File: config.mk
export PLATFORM = sky130hd
export DESIGN_NAME = h_bdy_eng_sch
export DESIGN_NICKNAME = d
export VERILOG_FILES = /design/src/rtl/h_bdy_eng_sch.sv
export SDC_FILE = /design/constraint.sdc
export NUM_CORES = 1
export LEC_CHECK = 0
export CAP_MARGIN = 20
export CORE_UTILIZATION = 30
export CTS_BUF_LIST = sky130_fd_sc_hd__clkbuf_4 sky130_fd_sc_hd__clkbuf_8
export DETAILED_ROUTE_END_ITERATION = 16
export PLACE_DENSITY = 0.74
export SYNTH_ARGS = -nofsm -noshare
export SYNTH_HDL_FRONTEND = slang
export SYNTH_SLANG_ARGS = --single-unit
export TNS_END_PERCENT = 1
File: constraint.sdc
create_clock -name clk -period 2.15 [get_ports clk]
set_input_delay 0.3225 -clock clk [delete_from_list [all_inputs] [get_ports clk]]
set_output_delay 0.3225 -clock clk [all_outputs]
set_load 0.02 [all_outputs]
File: src/rtl/h_bdy_eng_sch.sv
// Body-engine issue scheduler: round-robin arbitration, tag/credit table, completion routing and drain.
// Optional starvation guard enabled by defining H_BDY_ENG_SCH_STARVE_EN.
module h_bdy_eng_sch #(
  parameter int N_REQ = 4,
  parameter int W_OP = 32,
  parameter int N_TAG = 4,
  localparam int W_TAG = (N_TAG > 1) ? $clog2(N_TAG) : 1
) (
  input  logic               clk,
  input  logic               arst_n,
  input  logic [N_REQ-1:0]   req_vld_i,
  input  logic [N_REQ*W_OP-1:0] req_op_i,
  output logic [N_REQ-1:0]   req_rdy_o,
  output logic               exe_vld_o,
  output logic [W_OP-1:0]    exe_op_o,
  output logic [W_TAG-1:0]   exe_tag_o,
  input  logic               exe_rdy_i,
  input  logic               cmpl_vld_i,
  input  logic [W_TAG-1:0]   cmpl_tag_i,
  output logic [N_REQ-1:0]   cmpl_vld_o,
  input  logic               flush_i,
  output logic               idle_o,
  output logic               err_o
);

  localparam int W_REQ = $clog2(N_REQ);
  localparam int N_TAGP = 1 << W_TAG;

  typedef enum logic [1:0] {
    S_IDLE,
    S_RUN,
    S_DRAIN
  } state_e;

  state_e              state_q;
  logic [W_REQ-1:0]    rr_q;
  logic [N_TAGP-1:0]   busy_q;
  logic [N_TAGP-1:0]   busy_d;
  logic [W_REQ-1:0]    own_q [N_TAGP];
  logic                exe_vld_q;
  logic [W_OP-1:0]     exe_op_q;
  logic [W_TAG-1:0]    exe_tag_q;
  logic [N_REQ-1:0]    cmpl_vld_q;
  logic [N_REQ-1:0]    cmpl_vld_d;
  logic                err_q;
  logic                err_d;

  logic                free_any;
  logic [W_TAG-1:0]    free_tag;
  logic                out_free;
  logic                grant_en;
  logic                win_vld;
  logic [W_REQ-1:0]    win_id;
  logic                accept;
  logic [N_REQ-1:0]    rdy;
  logic [W_OP-1:0]     win_op;
  logic                cmpl_hit;
  logic                table_empty;

`ifdef H_BDY_ENG_SCH_STARVE_EN
  logic [3:0]          cnt_q [N_REQ];
`endif

  function automatic int rr_idx(input int b, input int k);
    return (b + k) % N_REQ;
  endfunction

  assign table_empty = ~|busy_q;
  assign free_any = |(~busy_q[N_TAG-1:0]);
  assign out_free = !exe_vld_q || exe_rdy_i;
  assign grant_en = (state_q != S_DRAIN) && !flush_i
                    && free_any && out_free;

  // Lowest-index free tag among the usable entries.
  always_comb begin
    free_tag = '0;
    for (int t = N_TAG - 1; t >= 0; t--) begin
      if (!busy_q[t]) free_tag = W_TAG'(t);
    end
  end

  // Pick the first valid requester at or after the RR pointer; starved requesters override.
  always_comb begin
    win_vld = 1'b0;
    win_id = '0;
    for (int k = N_REQ - 1; k >= 0; k--) begin
      if (req_vld_i[rr_idx(int'(rr_q), k)]) begin
        win_vld = 1'b1;
        win_id = W_REQ'(rr_idx(int'(rr_q), k));
      end
    end
`ifdef H_BDY_ENG_SCH_STARVE_EN
    for (int i = N_REQ - 1; i >= 0; i--) begin
      if (req_vld_i[i] && cnt_q[i] == 4'hF) begin
        win_vld = 1'b1;
        win_id = W_REQ'(i);
      end
    end
`endif
  end

  assign accept = grant_en && win_vld;
  assign rdy = accept ? (N_REQ'(1) << win_id) : '0;
  assign req_rdy_o = rdy;
  assign win_op = req_op_i[int'(win_id)*W_OP +: W_OP];

  assign cmpl_hit = cmpl_vld_i && busy_q[cmpl_tag_i];

  // Next tag-table occupancy, completion routing and protocol error.
  always_comb begin
    busy_d = busy_q;
    cmpl_vld_d = '0;
    err_d = err_q;
    if (cmpl_vld_i) begin
      if (cmpl_hit) begin
        busy_d[cmpl_tag_i] = 1'b0;
        cmpl_vld_d = N_REQ'(1) << own_q[cmpl_tag_i];
      end else begin
        err_d = 1'b1;
      end
    end
    if (accept) busy_d[free_tag] = 1'b1;
  end

  // Scheduler FSM: IDLE / RUN / DRAIN.
  always_ff @(posedge clk or negedge arst_n) begin
    if (!arst_n) begin
      state_q <= S_IDLE;
    end else begin
      case (state_q)
        S_IDLE: begin
          if (flush_i) state_q <= S_DRAIN;
          else if (|req_vld_i) state_q <= S_RUN;
        end
        S_RUN: begin
          if (flush_i) state_q <= S_DRAIN;
          else if (!(|req_vld_i) && !exe_vld_q && table_empty)
            state_q <= S_IDLE;
        end
        S_DRAIN: begin
          if (!flush_i && !exe_vld_q && table_empty)
            state_q <= S_IDLE;
        end
        default: state_q <= S_IDLE;
      endcase
    end
  end

  // RR pointer and the held output op register.
  always_ff @(posedge clk or negedge arst_n) begin
    if (!arst_n) begin
      rr_q <= '0;
      exe_vld_q <= 1'b0;
      exe_op_q <= '0;
      exe_tag_q <= '0;
    end else begin
      if (accept) begin
        if (win_id == W_REQ'(N_REQ - 1)) rr_q <= '0;
        else rr_q <= win_id + W_REQ'(1);
      end
      if (out_free) begin
        exe_vld_q <= accept;
        if (accept) begin
          exe_op_q <= win_op;
          exe_tag_q <= free_tag;
        end
      end
    end
  end

  // Tag table, owner ids, completion pulse and sticky error.
  always_ff @(posedge clk or negedge arst_n) begin
    if (!arst_n) begin
      busy_q <= '0;
      cmpl_vld_q <= '0;
      err_q <= 1'b0;
      for (int t = 0; t < N_TAGP; t++) own_q[t] <= '0;
    end else begin
      busy_q <= busy_d;
      cmpl_vld_q <= cmpl_vld_d;
      err_q <= err_d;
      if (accept) own_q[free_tag] <= win_id;
    end
  end

`ifdef H_BDY_ENG_SCH_STARVE_EN
  // Per-requester wait counters, saturating at 15, cleared on grant.
  always_ff @(posedge clk or negedge arst_n) begin
    if (!arst_n) begin
      for (int i = 0; i < N_REQ; i++) cnt_q[i] <= '0;
    end else begin
      for (int i = 0; i < N_REQ; i++) begin
        if (rdy[i]) cnt_q[i] <= '0;
        else if (req_vld_i[i] && cnt_q[i] != 4'hF)
          cnt_q[i] <= cnt_q[i] + 4'd1;
      end
    end
  end
`endif

  assign exe_vld_o = exe_vld_q;
  assign exe_op_o = exe_op_q;
  assign exe_tag_o = exe_tag_q;
  assign cmpl_vld_o = cmpl_vld_q;
  assign err_o = err_q;
  assign idle_o = table_empty && !exe_vld_q && (state_q != S_RUN);

endmodule

==> summary.md <==
| Metric | Value |
|---|---|
| Max layer used | `met4` |
| Count of input and output buffers | `183` |
| Slew headroom | `0.662` |
| Worst-Margin Slew | `0.507 ns` |
| Worst setup EP type | `flop` |
| Synth unique cells | `39` |
| Layout Utilization | `0.544` |
| # IOs | `184` |
| Critical path peak fanout | `9` |
| Fin. Hold Viols | `0` |
| Synth Warn # | `0` |
| Router iterations before antenna repair | `4` |
| Async set or reset register ratio after synthesis | `1.00` |
| Worst r2r src | `state_q[1]$_DFFE_PN0P_` |
| Die area | `11200 µm²` |
| Max_cap viols | `0` |
| Post-route insts no fill | `625` |
| DRT antenna net count | `0` |
| Share of cells above drive strength 1 | `0.190` |
| Cell Rows | `37` |
| Synthesized area per cell | `11.3 µm²` |
| Number of flops mapped to enable cells by yosys | `0` |
| Cell Area, Synth | `3240 µm²` |
| Post-synth top flop | `dfrtp_1` |
| Final min period | `2.29 ns` |
| H-tree levels | `2` |
| Die height | `106 µm` |
| N_diodes | `0` |
| Leak | `2.39 nW` |
| Drt drc | `0` |
| Antenna violations before repair | `0` |
| Arrival time worst endpoint | `2.49 ns` |
| Hpwl dp | `7.85 mm` |
| Crit Path Class | `input pin to flop` |
| Clock tree root buffer cell | `clkbuf_8` |
| Core Box Area | `10400 µm²` |
| Syn nets | `427` |
| Final setup skew | `0.00739 ns` |
| Seq. cell area | `1400 µm²` |
| Period Utilization, post-route | `1.07` |
| R2r setup slk | `-0.14 ns` |
| Met3 Wirelength | `672 µm` |
| Placed Area | `5410 µm²` |
| CTS Sinks | `56` |
| First-pass GRT wire length | `16.1 mm` |
| Cts bufs inserted | `5` |
| DRT iter0 DRCs | `123` |
| Commonest non-fill, non-tap cell in the layout | `clkdlybuf4s50_1` |
| Status | `finished, violations left` |
| Grt total ovfl | `0` |
| Metal-1 WL | `4.34 mm` |
| Max clock buf depth | `2` |
| Vias in the first global route | `3252` |
| Sequential share of the synthesized area | `0.433` |
| Vias | `3076` |
| Fmax | `0.436 GHz` |
| Die width | `106 µm` |
| Starting density of the core | `0.312` |
| CTS tree | `yes` |
| GP Congestion | `0.823` |
| Worst reg2reg path depth | `6` |
| Failing checks | `setup timing` |
| WL final | `10.1 mm` |
| Skew-Pair Late Insertion Delay | `0.30 ns` |
| Most frequent cells in the layout | `173 x clkdlybuf4s50_1, 57 x mux2i_1, 55 x dfrtp_1, 37 x nor2_1, 26 x buf_4` |
| Largest net degree at the start of global routing | `38` |
| Post-DR wirelength/cell | `16.2 µm` |
| RR Endpoint | `own_q[1]$_DFFE_PN0P_` |
| Worst endpoint required time | `2.34 ns` |
| Worst IR Drop VDD | `0.000668 V` |
| Register bit count reported by yosys | `56` |
| Crit path launch | `exe_rdy_i` |
| Multi-input gate area | `1800 µm²` |
| Worst-path clk slew | `0.10 ns` |
| Area growth, synth to finish | `74.4%` |
| Slew Limit Fails | `0` |
| Final setup fails | `6` |
| Startpoint types | `input pin` |
| Final nets | `628` |
| CP endpoint | `own_q[1]$_DFFE_PN0P_` |
| DR WL met2 | `5.11 mm` |
| Worst hold path type | `flop to flop` |
| Unrepaired setup endpoints after global routing | `yes` |
| DR vias/cell | `4.92` |
| Fill cells | `903` |
| GRT Util Overall | `0.179` |
| Pwr/cell area | `1080 nW/µm²` |
| Post-Synthesis Cells | `287` |
| Post-Layout Inst Area | `5640 µm²` |
| Cells after DPL | `614` |
| Final setup margin | `-0.142 ns` |
through the flow:
stage               setup WS, ns  hold slack [ns]  TNS [ns]  total power [mW]
floorplan                 -0.153           0.0269    -0.491              3.76
global placement          -0.779            0.321    -19.50              5.24
detailed placement        -0.823            0.323    -22.73              5.34
CTS                       -0.151            0.495    -0.822              6.03
global route              -0.205            0.507     -1.80              6.45
finish                    -0.142            0.490    -0.666              6.07
sequential cells by signal (all words and copies together) (netlist names):
signal and flops:
busy_q 4, cmpl_vld_o 4, err_o 1, exe_op_o 32, exe_tag_o 2, exe_vld_o 1, own_q 8, rr_q 2
state_q 2
power by group:
group | switching (mW) | total (mW) | internal, mW
combinational | 1.72 | 3.62 | 1.90
sequential | 0.316 | 1.82 | 1.51
clock | 0.330 | 0.620 | 0.289
per-layer routing:
metal	global-route usage	vias up
met5	0	-
met4	0.0208	0
met2	0.320	112
met1	0.221	1487
met3	0.0458	2
li1	-	1475
how the worst min path moves through the flow:
stage	from	to	slack, ns	depth (start not counted)
after floorplan	arst_n	busy_q[0]$_DFF_PN0_	0.03	0
after global placement	arst_n	state_q[1]$_DFFE_PN0P_	0.32	1
after detailed placement	arst_n	state_q[0]$_DFFE_PN0P_	0.32	1
after CTS	err_o$_DFFE_PN0P_	err_o$_DFFE_PN0P_	0.49	1
after global routing	exe_tag_o[0]$_DFFE_PN0P_	exe_tag_o[0]$_DFFE_PN0P_	0.51	2
final	exe_tag_o[0]$_DFFE_PN0P_	exe_tag_o[0]$_DFFE_PN0P_	0.49	2
cell type report:
type	count	area share
timing repair buffer	215	0.381
multi-input combinational	205	0.319
inverter	5	0.00333
tap	136	0.0302
clock buffer	8	0.0173
sequential	56	0.249
synthesized netlist by cell type (all sizes together) (4+ instances only):
library cell,instances,area (µm²)
nor2,39,151
nor3,4,20.0
mux2i,64,641
a221oi,32,374
buf,19,125
dfrtp,56,1400
nand2,16,60.1
inv,5,18.8
o21ai,6,30.0
a21oi,4,20.0
mux2,8,97.6
critical path, cell delays in order:
cell and delay [ns]:
clkdlybuf4s50_1 0.46, nor2b_1 0.06, or4_4 0.51, a41o_1 0.27
buf_4 0.19, or3_4 0.37, mux2_4 0.31
timing repair:
| item | in CTS | in global routing |
|---|---|---|
| setup buffers | 0 | 2 |
| resized for setup | 39 | 15 |
| hold endpoints to repair | 16 | 0 |
| pin swaps | 4 | 6 |
| hold buffers | 1 | 0 |
| setup endpoints to repair | 44 | 38 |
logic make-up (layout without fill, tap and decap cells):
family / count (synthesis) / count (layout) / synth area share
and+or+nand+nor: 78 / 78 / 0.112
buffers and inverters: 26 / 228 / 0.0468
muxes: 75 / 75 / 0.249
DFF: 56 / 56 / 0.433
adders and majority gates: 1 / 1 / 0.00387
AOI/OAI and AO/OA: 51 / 51 / 0.155
Note: power is estimated with default switching activity, not from simulation.
